--- config.mk ---
export PLATFORM = sky130hd
export DESIGN_NAME = param_mac_accumulator_flat
export DESIGN_NICKNAME = d
export VERILOG_FILES = /design/src/rtl/param_mac_accumulator_if.sv /design/src/rtl/param_mac_accumulator.sv /design/src/flat_wrapper.sv
export SDC_FILE = /design/constraint.sdc
export NUM_CORES = 1
export LEC_CHECK = 0
export CORE_ASPECT_RATIO = 0.75
export CORE_MARGIN = 2
export CORE_UTILIZATION = 45
export CTS_CLUSTER_DIAMETER = 100
export DETAILED_ROUTE_END_ITERATION = 12
export PLACE_DENSITY = 0.7
export SETUP_SLACK_MARGIN = 0.4
export SLEW_MARGIN = 40
export SYNTH_ARGS = -nofsm -noshare
export SYNTH_HDL_FRONTEND = slang
export SYNTH_SLANG_ARGS = --single-unit
--- constraint.sdc ---
create_clock -name clk -period 11.55 [get_ports clk]
set_clock_uncertainty 0.1 [all_clocks]
set_input_delay 1.7325 -clock clk [delete_from_list [all_inputs] [get_ports clk]]
set_output_delay 1.7325 -clock clk [all_outputs]
set_load 0.03 [all_outputs]
--- src/rtl/param_mac_accumulator_if.sv ---
// Operand/result stream bundle for param_mac_accumulator.
// The slave modport is the accumulator's view; master is the producer/consumer side.
interface param_mac_accumulator_if #(
  parameter int WIDTH = 8,
  parameter int ACC_W = 20,
  parameter int CW    = 2
);
  logic             in_valid;
  logic             in_ready;
  logic [WIDTH-1:0] in_a;
  logic [WIDTH-1:0] in_b;
  logic             in_mode;
  logic [CW-1:0]    in_ch;
  logic             in_last;
  logic             out_valid;
  logic             out_ready;
  logic [ACC_W-1:0] out_data;
  logic [CW-1:0]    out_ch;
  logic             out_ovf;

  modport master (
    output in_valid, in_a, in_b, in_mode, in_ch, in_last, out_ready,
    input  in_ready, out_valid, out_data, out_ch, out_ovf
  );

  modport slave (
    input  in_valid, in_a, in_b, in_mode, in_ch, in_last, out_ready,
    output in_ready, out_valid, out_data, out_ch, out_ovf
  );
endinterface

--- src/rtl/param_mac_accumulator.sv ---
// Two-stage multi-channel add/multiply accumulator with optional saturation.
// A last beat emits its channel total on a registered output and clears that channel.
module param_mac_accumulator #(
  parameter int WIDTH    = 8,
  parameter int ACC_W    = 20,
  parameter int CHANNELS = 4,
  parameter int SATURATE = 1
) (
  input  logic                   clk,
  input  logic                   rst,
  param_mac_accumulator_if.slave bus
);
  localparam int            CW     = (CHANNELS > 1) ? $clog2(CHANNELS) : 1;
  localparam logic [CW:0]   CH_LIM = (CW + 1)'(CHANNELS);

  logic                  w_stall;
  logic [WIDTH:0]        w_add;
  logic [2*WIDTH-1:0]    w_mul;
  logic [ACC_W-1:0]      w_term;
  logic                  w_ch_ok;
  logic [ACC_W-1:0]      w_acc_cur;
  logic                  w_ovf_old;
  logic [ACC_W:0]        w_sum;
  logic                  w_ovf_now;
  logic [ACC_W-1:0]      w_value;
  logic                  w_ovf_frame;

  logic                  r_s1_valid;
  logic                  r_s1_last;
  logic [ACC_W-1:0]      r_s1_term;
  logic [CW-1:0]         r_s1_ch;
  logic [ACC_W-1:0]      r_acc [CHANNELS];
  logic [CHANNELS-1:0]   r_ovf;
  logic                  r_out_valid;
  logic                  r_out_ovf;
  logic [ACC_W-1:0]      r_out_data;
  logic [CW-1:0]         r_out_ch;

  // Term formation for stage 1 and the accumulate/saturate arithmetic for stage 2.
  always_comb begin
    w_stall   = r_out_valid && !bus.out_ready;
    w_add     = {1'b0, bus.in_a} + {1'b0, bus.in_b};
    w_mul     = {{WIDTH{1'b0}}, bus.in_a} * {{WIDTH{1'b0}}, bus.in_b};
    w_term    = '0;
    if (bus.in_mode) begin
      w_term[2*WIDTH-1:0] = w_mul;
    end else begin
      w_term[WIDTH:0] = w_add;
    end
    // Out-of-range channels see a zero accumulator and are never written back.
    w_ch_ok   = ({1'b0, r_s1_ch} < CH_LIM);
    w_acc_cur = '0;
    w_ovf_old = 1'b0;
    if (w_ch_ok) begin
      w_acc_cur = r_acc[r_s1_ch];
      w_ovf_old = r_ovf[r_s1_ch];
    end else begin
      w_acc_cur = '0;
      w_ovf_old = 1'b0;
    end
    w_sum     = {1'b0, w_acc_cur} + {1'b0, r_s1_term};
    w_ovf_now = w_sum[ACC_W];
    if ((SATURATE != 0) && w_ovf_now) begin
      w_value = '1;
    end else begin
      w_value = w_sum[ACC_W-1:0];
    end
    w_ovf_frame = w_ovf_old | w_ovf_now;
  end

  // Pipeline registers, accumulators and result register; the whole pipe freezes on stall.
  always_ff @(posedge clk or posedge rst) begin
    if (rst) begin
      r_s1_valid  <= 1'b0;
      r_s1_last   <= 1'b0;
      r_s1_term   <= '0;
      r_s1_ch     <= '0;
      for (int i = 0; i < CHANNELS; i++) begin
        r_acc[i] <= '0;
      end
      r_ovf       <= '0;
      r_out_valid <= 1'b0;
      r_out_ovf   <= 1'b0;
      r_out_data  <= '0;
      r_out_ch    <= '0;
    end else if (!w_stall) begin
      r_s1_valid  <= bus.in_valid;
      r_s1_last   <= bus.in_last;
      r_s1_term   <= w_term;
      r_s1_ch     <= bus.in_ch;
      r_out_valid <= 1'b0;
      if (r_s1_valid && w_ch_ok) begin
        if (r_s1_last) begin
          r_out_valid      <= 1'b1;
          r_out_data       <= w_value;
          r_out_ovf        <= w_ovf_frame;
          r_out_ch         <= r_s1_ch;
          r_acc[r_s1_ch]   <= '0;
          r_ovf[r_s1_ch]   <= 1'b0;
        end else begin
          r_acc[r_s1_ch]   <= w_value;
          r_ovf[r_s1_ch]   <= w_ovf_frame;
        end
      end
    end
  end

  assign bus.in_ready  = !w_stall;
  assign bus.out_valid = r_out_valid;
  assign bus.out_data  = r_out_data;
  assign bus.out_ch    = r_out_ch;
  assign bus.out_ovf   = r_out_ovf;
endmodule
--- src/flat_wrapper.sv ---
// flat-port wrapper written by rule: the top's interface ports become plain ports
module param_mac_accumulator_flat 
#(
  parameter int WIDTH    = 8,
  parameter int ACC_W    = 20,
  parameter int CHANNELS = 4,
  parameter int SATURATE = 1
)
  (clk, rst, bus_in_valid, bus_in_a, bus_in_b, bus_in_mode, bus_in_ch, bus_in_last, bus_out_ready, bus_in_ready, bus_out_valid, bus_out_data, bus_out_ch, bus_out_ovf);
  param_mac_accumulator_if #(.WIDTH(WIDTH), .ACC_W(ACC_W)) bus_i ();
  input  logic clk;
  input  logic rst;
  input wire logic [$bits(bus_i.in_valid)-1:0] bus_in_valid;
  input wire logic [$bits(bus_i.in_a)-1:0] bus_in_a;
  input wire logic [$bits(bus_i.in_b)-1:0] bus_in_b;
  input wire logic [$bits(bus_i.in_mode)-1:0] bus_in_mode;
  input wire logic [$bits(bus_i.in_ch)-1:0] bus_in_ch;
  input wire logic [$bits(bus_i.in_last)-1:0] bus_in_last;
  input wire logic [$bits(bus_i.out_ready)-1:0] bus_out_ready;
  output wire logic [$bits(bus_i.in_ready)-1:0] bus_in_ready;
  output wire logic [$bits(bus_i.out_valid)-1:0] bus_out_valid;
  output wire logic [$bits(bus_i.out_data)-1:0] bus_out_data;
  output wire logic [$bits(bus_i.out_ch)-1:0] bus_out_ch;
  output wire logic [$bits(bus_i.out_ovf)-1:0] bus_out_ovf;
  assign bus_i.in_valid = bus_in_valid;
  assign bus_i.in_a = bus_in_a;
  assign bus_i.in_b = bus_in_b;
  assign bus_i.in_mode = bus_in_mode;
  assign bus_i.in_ch = bus_in_ch;
  assign bus_i.in_last = bus_in_last;
  assign bus_i.out_ready = bus_out_ready;
  assign bus_in_ready = bus_i.in_ready;
  assign bus_out_valid = bus_i.out_valid;
  assign bus_out_data = bus_i.out_data;
  assign bus_out_ch = bus_i.out_ch;
  assign bus_out_ovf = bus_i.out_ovf;
  param_mac_accumulator #(.WIDTH(WIDTH), .ACC_W(ACC_W), .CHANNELS(CHANNELS), .SATURATE(SATURATE)) u_core (.clk(clk), .rst(rst), .bus(bus_i));
endmodule
==> impl_metrics.py, run 1 <==
metrics = {
    "sta": {
        "fin_tns_setup_ns": 0,
        "fin_crit_sh_pct": 51.8,
        "min_period_ns": 5.99,
        "rsz0062_at_grt": "false",
        "finalHoldViolations": 0,
        "tightest_slew_ns": 0.824,
        "fmax_ghz": 0.167,
        "relSlewSlack_pct": 44.9,
        "slew_viol_final": 0,
        "setup_viol": 0,
    },
    "layout": {
        "syn_to_final_growth_pct": 15.0,
        "nNetsFinal": 1050,
        "diodes": 0,
        "layout_commonest_cell": "dfrtp_1",
        "final_cell_mix": "dfrtp_1 (128), nand2_1 (113), o21ai_0 (79)",
        "drive_gt1_share_pct": 10.6,
    },
    "logic_synthesis": {
        "synthFlopType": "dfrtp_1",
        "yosys.area_share.simple_pct": 14.2,
        "synth_compound_area_share_pct": 18.0,
        "ys_types": 64,
        "ys_top_cells_by_area": "dfrtp_1 (36%), fa_1 (8.6%), ha_1 (8.5%), mux4_2 (4.9%), nand2_1 (4.8%)",
        "synthCells": 888,
        "synth_mux_area_share_pct": 7.62,
        "synth_seq_cells": 128,
        "synth_top_family_by_area": "compound AO/OA/AOI/OAI gates",
        "synthAdderAreaFrac_pct": 17.1,
        "syn_area_sq_um": 8820,
        "async_reset_ff_share_pct": 100,
        "synth_edf_count": 0,
        "ys_seq_area_share_pct": 36.3,
        "synth_top_cell_area_share_pct": 36.3,
        "synth_xor_area_share_pct": 1.99,
        "synth.avg_cell_area_sq_um": 9.93,
        "synth_top_area_cell": "dfrtp_1",
        "yosys_warnings": 0,
        "synth_nets": 1010,
    },
    "power": {
        "irDropWorstVdd_mv": 0.141,
        "p_total_uw": 2550,
        "power.leakage_uw": 0.00458,
        "p_per_area_nw_per_um2": 252,
    },
    "routing": {
        "drt_iter0_markers": 591,
        "ant_nets": 0,
        "first_pass_iters": 5,
        "route.vias.total": 6905,
        "drcViolationCount": 0,
        "wl_per_cell_um": 18.5,
        "drt_wl_total_um": 22100,
        "viasPerCell": 5.79,
    },
    "worst_hold_path": {
        "holdCritPathClass": "flop to flop",
        "hold_depth": 2,
        "hold-path-endpoint": "u_core.r_acc[0]$_DFFE_PP0P_",
        "hold_start": "u_core.r_acc[0]$_DFFE_PP0P_",
    },
    "setup_path": {
        "startpoint_type": "input port",
        "rr_endpoint": "u_core.r_acc[58]$_DFFE_PP0P_",
        "worstPathRequired_ns": 11.77,
        "crit_arrival_ns": 6.21,
        "ff2ff_path_depth": 9,
        "setup.worst_path.end_class": "flop",
        "reg2reg_slack_ns": 7.28,
        "crit_path_max_fanout": 8,
        "r2r_start": "u_core.r_s1_ch[0]$_DFFE_PP0N_",
        "path_class": "input port to flop",
    },
    "floorplanning": {
        "die_w_um": 166,
        "fp-row-count": 44,
        "coreArea_sq_um": 19300,
        "fp.dieH_um": 125,
        "boundaryPins": 49,
        "start_util_pct": 45.8,
        "dieArea_sq_um": 20700,
    },
    "run": {
        "drv_cap": 0,
    },
    "clock_network": {
        "cts_buffers": 17,
        "ctsHoldBuffers": 0,
        "cts_setup_buffers": 0,
        "cts_tree": "built",
        "clk_pin_slew_ns": 0.06,
        "h-tree-depth": 4,
        "insertion_delay_ns": 0.41,
        "cts_max_path_buffers": 2,
        "cts_resized": 0,
        "cts.sinks": 128,
        "cts-root-buf": "clkbuf_16",
    },
    "global_routing": {
        "grt.overflow.total": 0,
        "grt_max_degree": 79,
        "first_global_vias": 6926,
        "grt_first_pass_wirelength_um": 36900,
        "grt_antenna_before_repair": 0,
        "grt.total_usage_pct": 22.0,
    },
    "placement": {
        "portBuffers": 48,
        "hpwl_um": 15800,
        "place.gp.congestion": 0.849,
    },
    "outcome": {
        "status": "finished clean",
    },
}
worst max-delay path: stages:
cell and delay (ns):
clkdlybuf4s50_1 0.62, ha_1 0.31, fa_1 0.47, fa_1 0.47
fa_1 0.54, inv_1 0.05, fa_1 0.52, inv_1 0.04
ha_1 0.32, nor2_1 0.06, or2_2 0.29, o31ai_1 0.32
a211oi_1 0.14, xor2_1 0.15, o21ai_0 0.15
per-layer routing:
layer / vias to the layer above / routed length, um / GRT usage [%] / part of all wire [%]
li1: 3220 / - / - / -
met4: 0 / 211 / 3.79 / 0.96
met3: 19 / 1370 / 3.83 / 6.2
met2: 224 / 9840 / 33.2 / 45
met5: - / 0 / 0 / 0
met1: 3442 / 10700 / 33.7 / 48
report_power, final:
part	switching [uW]	internal [uW]	total, uW
sequential	96.8	613	710
clock	203	346	549
combinational	760	533	1290
sequential cells by signal (all words and copies together), names as in the netlist:
| name | flops |
|---|---|
| u_core.bus.out_ovf | 1 |
| u_core.r_s1_ch | 2 |
| u_core.bus.out_data | 20 |
| u_core.r_acc | 80 |
| u_core.r_s1_term | 16 |
| u_core.r_s1_last | 1 |
| u_core.bus.out_valid | 1 |
| u_core.r_s1_valid | 1 |
| u_core.r_ovf | 4 |
| u_core.bus.out_ch | 2 |
layout make-up:
| cell class | count | area (sq um) |
|---|---|---|
| clock buffers | 19 | 443 |
| clock inverters | 12 | 160 |
| fillers | 1734 | 9120 |
| inverters | 70 | 265 |
| multi-input cells | 655 | 5210 |
| flip-flops and latches | 128 | 3200 |
| well taps | 253 | 317 |
| repair buffers | 56 | 548 |
synth_stat cells (2+ instances only):
master	n
buf_2	5
xnor2_1	9
nand4_1	3
nor2_1	41
nand2_1	113
a31oi_1	17
o21a_1	6
ha_1	60
inv_1	69
a211oi_1	5
nor2b_1	9
o31ai_1	4
xor2_1	11
fa_1	38
and2_1	48
nand3_1	12
nand2b_1	7
mux4_1	2
nor3_1	14
o221a_2	13
o21ai_0	79
o22a_1	4
buf_1	7
mux4_2	19
a41oi_2	2
or3_1	3
mux2_2	13
a22o_1	24
or2_2	4
buf_6	2
a21boi_0	2
a21o_1	13
a21oi_1	35
mux2i_1	3
o21bai_1	3
o2111ai_1	2
o21ai_1	5
clkbuf_1	21
o31a_1	2
nor3b_1	3
dfrtp_1	128
o211ai_1	6
worst max-delay path by stage:
stage          cells past startpoint        start                               end
6_report                          15  bus_in_a[4]  u_core.r_s1_term[14]$_DFFE_PP0N_
5_1_grt                           15  bus_in_a[3]  u_core.r_s1_term[15]$_DFFE_PP0N_
4_1_cts                           15  bus_in_a[4]  u_core.r_s1_term[14]$_DFFE_PP0N_
3_5_place_dp                      15  bus_in_a[4]  u_core.r_s1_term[14]$_DFFE_PP0N_
3_3_place_gp                      15  bus_in_a[1]  u_core.r_s1_term[14]$_DFFE_PP0N_
2_1_floorplan                     14  bus_in_b[7]  u_core.r_s1_term[14]$_DFFE_PP0N_
metrics by stage:
| step | utilization, % | hold WS (ns) | setup slack, ns | std cells | cell area, sq um |
|---|---|---|---|---|---|
| after floorplan | - | 0.345 | 6.01 | 888 | 8820 |
| after global placement | 49.4 | 0.357 | 5.24 | 1160 | 9510 |
| after detailed placement | 49.4 | 0.368 | 5.10 | 1160 | 9520 |
| after CTS | 52.5 | 0.380 | 5.56 | 1191 | 10100 |
| after global routing | 52.6 | 0.401 | 5.28 | 1193 | 10100 |
| final | 52.6 | 0.376 | 5.56 | 1193 | 10100 |
cells by family after synthesis:
logic type,after synthesis
compound gates,235
buf+inv,105
mux,38
xor+xnor,20
fa+ha+maj,98
flops,128
simple gates,264
(Power assumes the default switching activity.)
==> run 2: changes to the inputs <==
- PLACE_DENSITY: 0.7 -> 0.72
- clock period: 11.55 -> 5.4 ns (I/O delays scaled with it)
==> run 2 against run 1 <==
Net effect:
- combinational power rose by 120%
- hold slack improved by 0.0025 ns
- die area unchanged
- core utilization is 1.2 points higher
- final cell count increased by 1.6%
- critical path depth stayed put
- sequential power grew 120%
- sequential cell count is the same
- register-to-register slack lost 6.1 ns
- first-iteration DRC count increased by 3.4%
- clock-buffer cell count shrank 1
- via count rose by 3.3%
- largest cell class unchanged
==> impl_metrics.py, run 2 (same netlist as run 1, synthesis figures left out) <==
metrics = {
    "outcome": {
        "status": "finished clean",
    },
    "floorplanning": {
        "coreArea_sq_um": 19300,
        "fp-row-count": 44,
        "die_w_um": 166,
        "boundaryPins": 49,
        "start_util_pct": 45.8,
        "fp.dieH_um": 125,
        "dieArea_sq_um": 20700,
    },
    "setup_path": {
        "path_class": "input port to flop",
        "path_buf_inv": 3,
        "crit_arrival_ns": 5.07,
        "slowest_delay_ns": 0.57,
        "crit_slowest_cell": "fa_1",
        "worstPathCellList": "clkdlybuf4s50_1 -> and2_1 -> fa_1 -> fa_1 -> fa_1 -> inv_1 -> fa_1 -> inv_1 -> ha_1 -> nor2_1 -> or2_2 -> o31ai_4 -> a211oi_2 -> xor2_1 -> o21ai_0",
        "worstPathRequired_ns": 5.63,
        "cpMostUsedCell": "fa_1",
        "crit_path_max_fanout": 3,
        "setup.worst_path.end_class": "flop",
        "startpoint_type": "input port",
        "crit_family": "adder cells",
    },
    "layout": {
        "seqCellArea_sq_um": 3200,
        "regMostFlops": "u_core.r_acc",
        "syn_to_final_growth_pct": 17.5,
        "layout_commonest_cell": "dfrtp_1",
        "multi_input_area_sq_um": 5270,
        "fill_cells": 1715,
        "largest_reg_flops": 80,
        "diodes": 0,
        "drive_gt1_share_pct": 13.6,
        "stdcell_area_sq_um": 10400,
        "final_cell_mix": "dfrtp_1 (128), nand2_1 (112), o21ai_0 (74)",
        "nNetsFinal": 1068,
    },
    "clock_network": {
        "cts_setup_buffers": 0,
        "h-tree-depth": 4,
        "cts_buffers": 17,
        "insertion_delay_ns": 0.42,
        "cts_tree": "built",
        "clk_pin_slew_ns": 0.06,
        "cts-root-buf": "clkbuf_16",
        "ctsHoldBuffers": 0,
        "cts.sinks": 128,
        "cts_max_path_buffers": 2,
    },
    "power": {
        "p_clk_share_pct": 21.3,
        "p_comb_share_pct": 51.3,
        "p_total_uw": 5590,
        "p_switching_uw": 2370,
        "power.leakage_uw": 0.00477,
        "p_per_area_nw_per_um2": 539,
        "pwr-share-seq_pct": 27.4,
        "swShare_pct": 42.5,
        "p_int_uw": 3210,
        "irDropWorstVdd_mv": 0.243,
    },
    "routing": {
        "first_pass_iters": 7,
        "wl_per_cell_um": 18.7,
        "drt_wl_total_um": 22700,
        "route.vias.total": 7133,
        "drt_iter0_markers": 611,
        "drcViolationCount": 0,
        "ant_nets": 0,
        "viasPerCell": 5.89,
    },
    "placement": {
        "portBuffers": 48,
        "hpwl_um": 16400,
        "place_area_sq_um": 9670,
        "place.gp.congestion": 0.897,
    },
    "global_routing": {
        "grt_max_degree": 48,
        "grt.total_usage_pct": 22.9,
        "grt_first_pass_wirelength_um": 38000,
        "grt.overflow.total": 0,
        "first_global_vias": 7119,
        "grt_antenna_before_repair": 0,
    },
    "worst_hold_path": {
        "holdCritPathClass": "flop to flop",
    },
    "sta": {
        "hold_ws_ns": 0.378,
        "min_period_ns": 4.84,
        "fin_crit_sh_pct": 89.6,
        "rsz0062_at_grt": "false",
        "slew_viol_final": 0,
        "fmax_ghz": 0.207,
        "relSlewSlack_pct": 46.1,
        "tightest_slew_ns": 0.805,
        "setup_viol": 0,
        "finalHoldViolations": 0,
    },
    "run": {
        "drv_cap": 0,
    },
}
[run 2: power groups by stage]
stage / logic [uW] / registers, uW / clock network [uW]
final: 2860 / 1530 / 1190
after global placement: 2680 / 1520 / 0
after floorplan: 1880 / 1600 / 0
after CTS: 2770 / 1530 / 1200
after global routing: 3170 / 1570 / 1240
after detailed placement: 2730 / 1530 / 0
[run 2: layer usage]
metal / global-route usage (%) / wire [um] / up-vias
met3: 3.96 / 1610 / 30
met2: 34.8 / 9900 / 257
met1: 34.4 / 10800 / 3589
met5: 0 / 0 / -
li1: - / - / 3257
met4: 5.01 / 353 / 0
[run 2: stage by stage]
stage	cells	setup TNS, ns	util [%]	worst slack, ns
global placement	1180	0	50.1	0.0740
finish	1212	0	53.8	0.559
CTS	1212	0	53.4	0.418
detailed placement	1180	-0.115	50.2	-0.115
floorplan	888	0	-	0.782
global route	1212	0	53.8	0.402
[run 2: cell type report]
| type | instances | share of cell area, % |
|---|---|---|
| clock inverters | 14 | 1.63 |
| flip-flops and latches | 128 | 30.9 |
| inverters | 70 | 2.56 |
| multi-input cells | 655 | 50.9 |
| repair buffers | 74 | 6.76 |
| clock buffers | 18 | 4.24 |
| well taps | 253 | 3.05 |
[run 2: timing repair]
item	in CTS	in global routing
setup endpoints to repair	1	6
endpoints found under the hold margin	0	0
pin swaps	0	1
gates resized for setup	2	24
[run 2: worst reg2reg max path, stage by stage, from the launching register on]
cell,delay [ns]
dfrtp_1,0.85
buf_4,0.36
mux4_2,0.58
ha_1,0.50
nand3_1,0.11
nor2_1,0.20
a21boi_0,0.45
o2111ai_1,0.16
a31oi_1,0.61
o21ai_0,0.20
[run 2: worst paths after layout]
check | end | slack, ns | cells after the start | start
min | u_core.r_acc[24]$_DFFE_PP0P_ | 0.38 | 2 | u_core.r_acc[24]$_DFFE_PP0P_
min reg2reg | u_core.r_acc[24]$_DFFE_PP0P_ | 0.38 | 2 | u_core.r_acc[24]$_DFFE_PP0P_
max reg2reg | u_core.r_acc[53]$_DFFE_PP0P_ | 1.14 | 9 | u_core.r_s1_ch[0]$_DFFE_PP0N_
max in group asynchronous | u_core.r_acc[12]$_DFFE_PP0P_ | 3.48 | 3 | rst
max | u_core.r_s1_term[14]$_DFFE_PP0N_ | 0.56 | 15 | bus_in_b[7]
min in group asynchronous | u_core.bus.out_valid$_DFFE_PP0N_ | 0.69 | 2 | rst
